===== config.mk =====
export PLATFORM = sky130hd
export DESIGN_NAME = rr_arbiter_flat
export DESIGN_NICKNAME = d
export VERILOG_FILES = /design/src/rtl/rr_arbiter_pkg.sv /design/src/rtl/rr_arbiter_if.sv /design/src/rtl/rr_arbiter_pick.sv /design/src/rtl/rr_arbiter.sv /design/src/flat_wrapper.sv
export SDC_FILE = /design/constraint.sdc
export NUM_CORES = 1
export LEC_CHECK = 0
export ABC_AREA = 1
export BUFFER_PORTS_ARGS = -buffer_cell sky130_fd_sc_hd__buf_2
export CORE_AREA = 2 2 39 41
export CTS_CLUSTER_SIZE = 25
export DETAILED_ROUTE_END_ITERATION = 12
export DIE_AREA = 0 0 41 43
export GPL_TIMING_DRIVEN = 0
export PLACE_DENSITY = 0.66
export RECOVER_POWER = 25
export SLEW_MARGIN = 0
export SYNTH_ARGS = -nofsm -noshare
export SYNTH_HDL_FRONTEND = slang
export SYNTH_SLANG_ARGS = --single-unit

===== constraint.sdc =====
create_clock -name clk -period 1.5 [get_ports clk]
set_input_delay 0 -clock clk [delete_from_list [all_inputs] [get_ports clk]]
set_output_delay 0 -clock clk [all_outputs]
set_load 0.03 [all_outputs]

===== src/rtl/rr_arbiter_pkg.sv =====
// ============================================================================
//  Module      : rr_arbiter_pkg
//  Description : Shared types and constants for the round-robin arbiter:
//                FSM state encoding, owner-index width and the helper that
//                sizes the hold-timeout counter.
//  Revision    : 1.0 - initial release
// ============================================================================
`default_nettype none

package rr_arbiter_pkg;

    // Owner index is always carried as an 8-bit MSB-index, matching the
    // encoders that consume gnt_idx downstream.
    localparam int IDX_W = 8;

    typedef enum logic [0:0] {
        IDLE  = 1'b0,
        GRANT = 1'b1
    } state_t;

    // Width of the hold counter. MAX_HOLD = 0 (timeout disabled) still yields
    // a 1-bit counter so the datapath never has a zero-width vector.
    function automatic int hold_cnt_w(input int max_hold);
        return $clog2(max_hold) + 1;
    endfunction

endpackage

`default_nettype wire


===== src/rtl/rr_arbiter_if.sv =====
// ============================================================================
//  Module      : rr_arbiter_if
//  Description : Request/grant bundle between the requesting engines and the
//                arbiter.
//                  req       - request vector, one bit per requester
//                  done      - single-cycle release pulse from the owner
//                  gnt       - registered one-hot grant
//                  gnt_valid - a grant is currently held
//                  gnt_idx   - binary owner index, 0 when no grant
//                  revoked   - one-cycle pulse on timeout revoke
//                Modports: master = requester side, slave = arbiter side.
//  Revision    : 1.0 - initial release
// ============================================================================
`default_nettype none

interface rr_arbiter_if
    import rr_arbiter_pkg::*;
#(
    parameter int WIDTH_LOG = 2
) ();
    localparam int WIDTH = 1 << WIDTH_LOG;

    logic [WIDTH-1:0] req;
    logic             done;
    logic [WIDTH-1:0] gnt;
    logic             gnt_valid;
    logic [IDX_W-1:0] gnt_idx;
    logic             revoked;

    modport master (
        output req, done,
        input  gnt, gnt_valid, gnt_idx, revoked
    );

    modport slave (
        input  req, done,
        output gnt, gnt_valid, gnt_idx, revoked
    );

endinterface

`default_nettype wire


===== src/rtl/rr_arbiter_pick.sv =====
// ============================================================================
//  Module      : rr_pick
//  Description : Combinational round-robin selector. Requests strictly below
//                the last winner are preferred (MSB first); if none exist the
//                MSB of the full request vector wins.
//                  i_req      - request vector
//                  i_last_idx - index of the previous winner
//                  o_pick_idx - selected index (8-bit, zero-extended)
//                  o_any_req  - at least one request is present
//  Revision    : 1.0 - initial release
// ============================================================================
`default_nettype none

module rr_pick
    import rr_arbiter_pkg::*;
#(
    parameter  int WIDTH_LOG = 2,
    localparam int WIDTH     = 1 << WIDTH_LOG
) (
    input  wire logic [WIDTH-1:0] i_req,
    input  wire logic [IDX_W-1:0] i_last_idx,
    output logic      [IDX_W-1:0] o_pick_idx,
    output logic                  o_any_req
);

    logic [WIDTH-1:0] w_mask;
    logic [WIDTH-1:0] w_masked;
    logic [IDX_W-1:0] w_idx_masked;
    logic [IDX_W-1:0] w_idx_all;

    // Two MSB encoders: ascending scan, so the highest set bit is the last
    // one to overwrite the result.
    always_comb begin
        w_mask       = '0;
        w_idx_masked = '0;
        w_idx_all    = '0;
        for (int i = 0; i < WIDTH; i++) begin
            w_mask[i] = (IDX_W'(i) < i_last_idx);
        end
        w_masked = i_req & w_mask;
        for (int i = 0; i < WIDTH; i++) begin
            if (w_masked[i]) w_idx_masked = IDX_W'(i);
            if (i_req[i])    w_idx_all    = IDX_W'(i);
        end
    end

    assign o_any_req  = |i_req;
    assign o_pick_idx = (|w_masked) ? w_idx_masked : w_idx_all;

endmodule

`default_nettype wire


===== src/rtl/rr_arbiter.sv =====
// ============================================================================
//  Module      : rr_arbiter
//  Description : Round-robin arbiter for 2^WIDTH_LOG requesters sharing one
//                unit. A grant is held until done, request drop, or a
//                MAX_HOLD-cycle timeout (MAX_HOLD = 0 disables the timeout).
//                  clk   - clock, all state on posedge
//                  rst_n - synchronous active-low reset
//                  bus   - rr_arbiter_if.slave (req/done in, grant out)
//                Optional macro RR_ARBITER_B2B_EN: hand the grant directly
//                to the next requester on release/timeout with no idle cycle.
//  Revision    : 1.0 - initial release
// ============================================================================
`default_nettype none

module rr_arbiter
    import rr_arbiter_pkg::*;
#(
    parameter int WIDTH_LOG = 2,
    parameter int MAX_HOLD  = 0
) (
    input  wire logic   clk,
    input  wire logic   rst_n,
    rr_arbiter_if.slave bus
);

    localparam int WIDTH = 1 << WIDTH_LOG;
    localparam int CNT_W = hold_cnt_w(MAX_HOLD);
    localparam logic [CNT_W-1:0] c_hold_last = (MAX_HOLD != 0) ? CNT_W'(MAX_HOLD - 1) : '0;

`ifdef RR_ARBITER_B2B_EN
    localparam bit c_b2b_en = 1'b1;
`else
    localparam bit c_b2b_en = 1'b0;
`endif

    state_t           r_state_q,    w_state_d;
    logic [WIDTH-1:0] r_gnt_q,      w_gnt_d;
    logic [IDX_W-1:0] r_gnt_idx_q,  w_gnt_idx_d;
    logic [IDX_W-1:0] r_last_idx_q, w_last_idx_d;
    logic [CNT_W-1:0] r_hold_cnt_q, w_hold_cnt_d;
    logic             r_revoked_q,  w_revoked_d;

    logic [WIDTH-1:0] w_pick_req;
    logic [IDX_W-1:0] w_pick_idx;
    logic [WIDTH-1:0] w_pick_onehot;
    logic             w_any_req;
    logic             w_release;
    logic             w_timeout;
    logic             w_end;

    // The owner's own bit is excluded so a back-to-back handoff never
    // re-selects the releasing requester. In IDLE r_gnt_q is zero, so this
    // is the plain request vector there.
    assign w_pick_req = bus.req & ~r_gnt_q;

    rr_pick #(
        .WIDTH_LOG (WIDTH_LOG)
    ) u_pick (
        .i_req      (w_pick_req),
        .i_last_idx (r_last_idx_q),
        .o_pick_idx (w_pick_idx),
        .o_any_req  (w_any_req)
    );

    assign w_pick_onehot = WIDTH'(1) << w_pick_idx[WIDTH_LOG-1:0];

    // Release beats timeout; both only matter while in GRANT.
    assign w_release = bus.done || ((bus.req & r_gnt_q) == '0);
    assign w_timeout = (MAX_HOLD != 0) && (r_hold_cnt_q == c_hold_last);
    assign w_end     = w_release || w_timeout;

    // State register.
    always_ff @(posedge clk) begin
        if (!rst_n) begin
            r_state_q    <= IDLE;
            r_gnt_q      <= '0;
            r_gnt_idx_q  <= '0;
            r_last_idx_q <= '0;
            r_hold_cnt_q <= '0;
            r_revoked_q  <= 1'b0;
        end else begin
            r_state_q    <= w_state_d;
            r_gnt_q      <= w_gnt_d;
            r_gnt_idx_q  <= w_gnt_idx_d;
            r_last_idx_q <= w_last_idx_d;
            r_hold_cnt_q <= w_hold_cnt_d;
            r_revoked_q  <= w_revoked_d;
        end
    end

    // Next-state logic.
    always_comb begin
        w_state_d = r_state_q;
        case (r_state_q)
            IDLE: begin
                if (w_any_req) w_state_d = GRANT;
            end
            GRANT: begin
                if (w_end) w_state_d = (c_b2b_en && w_any_req) ? GRANT : IDLE;
            end
            default: w_state_d = IDLE;
        endcase
    end

    // Grant / counter datapath.
    always_comb begin
        w_gnt_d      = r_gnt_q;
        w_gnt_idx_d  = r_gnt_idx_q;
        w_last_idx_d = r_last_idx_q;
        w_hold_cnt_d = r_hold_cnt_q;
        w_revoked_d  = 1'b0;
        case (r_state_q)
            IDLE: begin
                if (w_any_req) begin
                    w_gnt_d      = w_pick_onehot;
                    w_gnt_idx_d  = w_pick_idx;
                    w_last_idx_d = w_pick_idx;
                    w_hold_cnt_d = '0;
                end
            end
            GRANT: begin
                if (w_end) begin
                    w_revoked_d  = w_timeout && !w_release;
                    w_gnt_d      = '0;
                    w_gnt_idx_d  = '0;
                    w_hold_cnt_d = '0;
                    if (c_b2b_en && w_any_req) begin
                        w_gnt_d      = w_pick_onehot;
                        w_gnt_idx_d  = w_pick_idx;
                        w_last_idx_d = w_pick_idx;
                    end
                end else if (r_hold_cnt_q != '1) begin
                    w_hold_cnt_d = r_hold_cnt_q + CNT_W'(1);
                end
            end
            default: begin
                w_gnt_d     = '0;
                w_gnt_idx_d = '0;
            end
        endcase
    end

    assign bus.gnt       = r_gnt_q;
    assign bus.gnt_valid = |r_gnt_q;
    assign bus.gnt_idx   = r_gnt_idx_q;
    assign bus.revoked   = r_revoked_q;

endmodule

`default_nettype wire


===== src/flat_wrapper.sv =====
// flat-port wrapper written by rule: the top's interface ports become plain ports
module rr_arbiter_flat import rr_arbiter_pkg::*;
#(
    parameter int WIDTH_LOG = 2,
    parameter int MAX_HOLD  = 0
)
  (clk, rst_n, bus_req, bus_done, bus_gnt, bus_gnt_valid, bus_gnt_idx, bus_revoked);
  rr_arbiter_if #(.WIDTH_LOG(WIDTH_LOG)) bus_i ();
  input  wire logic clk;
  input  wire logic rst_n;
  input wire logic [$bits(bus_i.req)-1:0] bus_req;
  input wire logic [$bits(bus_i.done)-1:0] bus_done;
  output wire logic [$bits(bus_i.gnt)-1:0] bus_gnt;
  output wire logic [$bits(bus_i.gnt_valid)-1:0] bus_gnt_valid;
  output wire logic [$bits(bus_i.gnt_idx)-1:0] bus_gnt_idx;
  output wire logic [$bits(bus_i.revoked)-1:0] bus_revoked;
  assign bus_i.req = bus_req;
  assign bus_i.done = bus_done;
  assign bus_gnt = bus_i.gnt;
  assign bus_gnt_valid = bus_i.gnt_valid;
  assign bus_gnt_idx = bus_i.gnt_idx;
  assign bus_revoked = bus_i.revoked;
  rr_arbiter #(.WIDTH_LOG(WIDTH_LOG), .MAX_HOLD(MAX_HOLD)) u_core (.clk(clk), .rst_n(rst_n), .bus(bus_i));
endmodule

==> key figures <==
Place
  – GPL Wtd Cong: 0.8327
  – Dpl cell area: 655.6 µm²
  – IO buf count: 13
  – Placed insts: 120
  – Post-place setup slack: 306.6 ps
  – Hpwl dp: 951.8 µm

CTS
  – CTS Hold Buffers Added: 0
  – CTS resizes: 0
  – Setup Fix Bufs, Post-CTS: 0
  – H-tree Lvls: 1
  – CTS sink cnt: 9
  – CTS root buffer: clkbuf_4
  – Longest Clk Path Bufs: 2
  – CTS tree: done
  – Clk pin slew, worst setup/hold paths: 60 ps
  – Clk_lat worst skew: 260 ps
  – Inserted Clock Buffers: 3

Final layout
  – Non-Filler Instances: 124
  – Fraction of layout cells with a size suffix above 1: 25.00%
  – Finished Cell Area: 676.9 µm²
  – Area grow syn2layout: 23.52%
  – Filler instances: 154
  – Diodes inserted: 0
  – Nets: 116

Synthesis
  – Asr flop ratio synth: 0%
  – Post-Syn Area per Cell: 6.447 µm²
  – Yosys reg bits: 9
  – Synth unique cells: 17
  – Share of the synthesized area in the top cell type: 32.88%
  – Area of the mapped netlist: 548.0 µm²
  – Yosys warns: 0
  – Leading area contributor after synthesis: dfxtp_1
  – Register area share after synthesis: 32.88%
  – Post-synth EDFFs: 0
  – Synth cell count leaders: nand2_1, inv_1, a21oi_1, dfxtp_1, buf_4
  – Syn Inst Count: 85
  – Synth Flop Type: dfxtp_1
  – Most frequent cell after synthesis: nand2_1
  – Largest cells by area after synthesis: dfxtp_1, nand2_1, buf_4

Route
  – Initial DRC count: 7
  – Remaining DRCs: 0
  – Post-Route WL: 1.125 mm
  – Post-route ant nets: 0
  – TritonRoute pass-1 iters: 3
  – Routed len/inst: 9.073 µm
  – Routed vias: 545
  – Vias/cell: 4.395

Global route
  – Global-route wire length before repair: 1.918 mm
  – Initial antenna violation count: 0
  – Largest net degree at the start of global routing: 10
  – Total grt overflow: 0
  – Vias in the first global route: 487
  – Gr usage total: 16.53%

STA
  – Final setup margin: 295.0 ps
  – Final min period: 1205 ps
  – Slew Limit Fails: 0
  – Final setup viols: 0
  – Final worst-path cycle share: 80.34%
  – Hold Fails Final Rpt: 0
  – Clock Skew: 5.539 ps
  – Final TNS setup: 0 ps
  – Peak Freq: 0.8298 GHz
  – Unrepaired setup endpoints after global routing: false

Floorplan
  – Height of the die: 43 µm
  – Core Region: 1384 µm²
  – Die area: 1763 µm²
  – Chip width: 41 µm
  – Row count: 14
  – Initial Utilization: 39.60%
  – # IOs: 21

Setup path
  – CP arrival: 1370 ps
  – Startpoint types: flop
  – CP required: 1660 ps
  – CP endpoint kind: flop
  – CP Class: flop to flop
  – CP Max Fanout: 4
  – Reg2Reg Setup Slack: 290 ps

Pwr
  – Leakage dissipation: 0.3561 nW
  – Pwr per Cell Area: 1158 nW/µm²
  – Final Total Pwr: 0.7839 mW
  – Worst vdd ir: 0.0007287 V

Outcome
  – Status: complete, no violations

Min path
  – Worst Hold Class: input pin to flop

Run
  – Max Cap Viol: 0
## cell usage in the layout (no fill, tap or decap), drive strengths merged
cell     n
a21oi   10
dfxtp    9
conb     7
clkbuf   8
clkinv   1
nand3    3
nor2     4
buf     16
o21ai    3
nand2   32
nand4    3
a21boi   1
inv     11
## state kept, by name (all words and copies together) (netlist names)
register	cells
u_core.r_last_idx_q	2
u_core.bus.gnt_idx	2
u_core.r_state_q	1
u_core.bus.gnt	4
## kinds of logic after synthesis
kind of cell | Yosys count | share of synthesized area, %
AOI/OAI and AO/OA | 14 | 14.61
buffers and inverters | 19 | 17.81
DFF | 9 | 32.88
other | 1 | 0.6843
and+or+nand+nor | 42 | 34.02
## path summary, 6_finish.rpt
path                    startpoint                endpoint  cells after the start
max              u_core.bus.gnt[2]  u_core.r_last_idx_q[0]                      9
min                          rst_n   u_core.bus.gnt_idx[0]                      3
max reg2reg      u_core.bus.gnt[2]  u_core.r_last_idx_q[0]                      9
min reg2reg  u_core.bus.gnt_idx[1]   u_core.bus.gnt_idx[1]                      2
## final cells by class
type / count / area [µm²] / area share [%]
multi-input cells: 63 / 292.8 / 43.25
flip-flops and latches: 9 / 180.2 / 26.62
repair buffers: 13 / 60.06 / 8.872
plain buffers: 7 / 52.55 / 7.763
inverters: 12 / 45.04 / 6.654
clock buffers: 4 / 26.28 / 3.882
well taps: 16 / 20.02 / 2.957
## critical path, cell delays in order (launching register included)
cell and delay (ps):
dfxtp_1 400, inv_2 80, nand2_2 70, nand2_2 70, nor2_4 110, nor2_1 60, inv_1 110, a21oi_1 80
o21ai_1 80, inv_1 40
## power breakdown
group | internal [mW] | switching [mW] | total, mW
Sequential | 0.272 | 0.0262 | 0.298
Clock | 0.103 | 0.0853 | 0.188
Combinational | 0.0916 | 0.207 | 0.298
Total | 0.466 | 0.318 | 0.784
## metrics by stage
stage	hold WS (ps)	utilization [%]
2_1_floorplan	202.6	-
3_3_place_gp	347.4	47.38
3_5_place_dp	365.2	47.38
4_1_cts	71.66	49.28
5_1_grt	111.8	48.92
6_report	75.81	48.92
## layer usage
| layer | share of wire, % | global-route usage [%] | wire length (µm) |
|---|---|---|---|
| met1 | 42 | 19.54 | 467 |
| met2 | 51 | 25.00 | 576 |
| met3 | 5.2 | 3.141 | 59 |
| met4 | 2.0 | 12.00 | 23 |
| met5 | 0 | 0 | 0 |
Power figures use the tool's default switching activity.
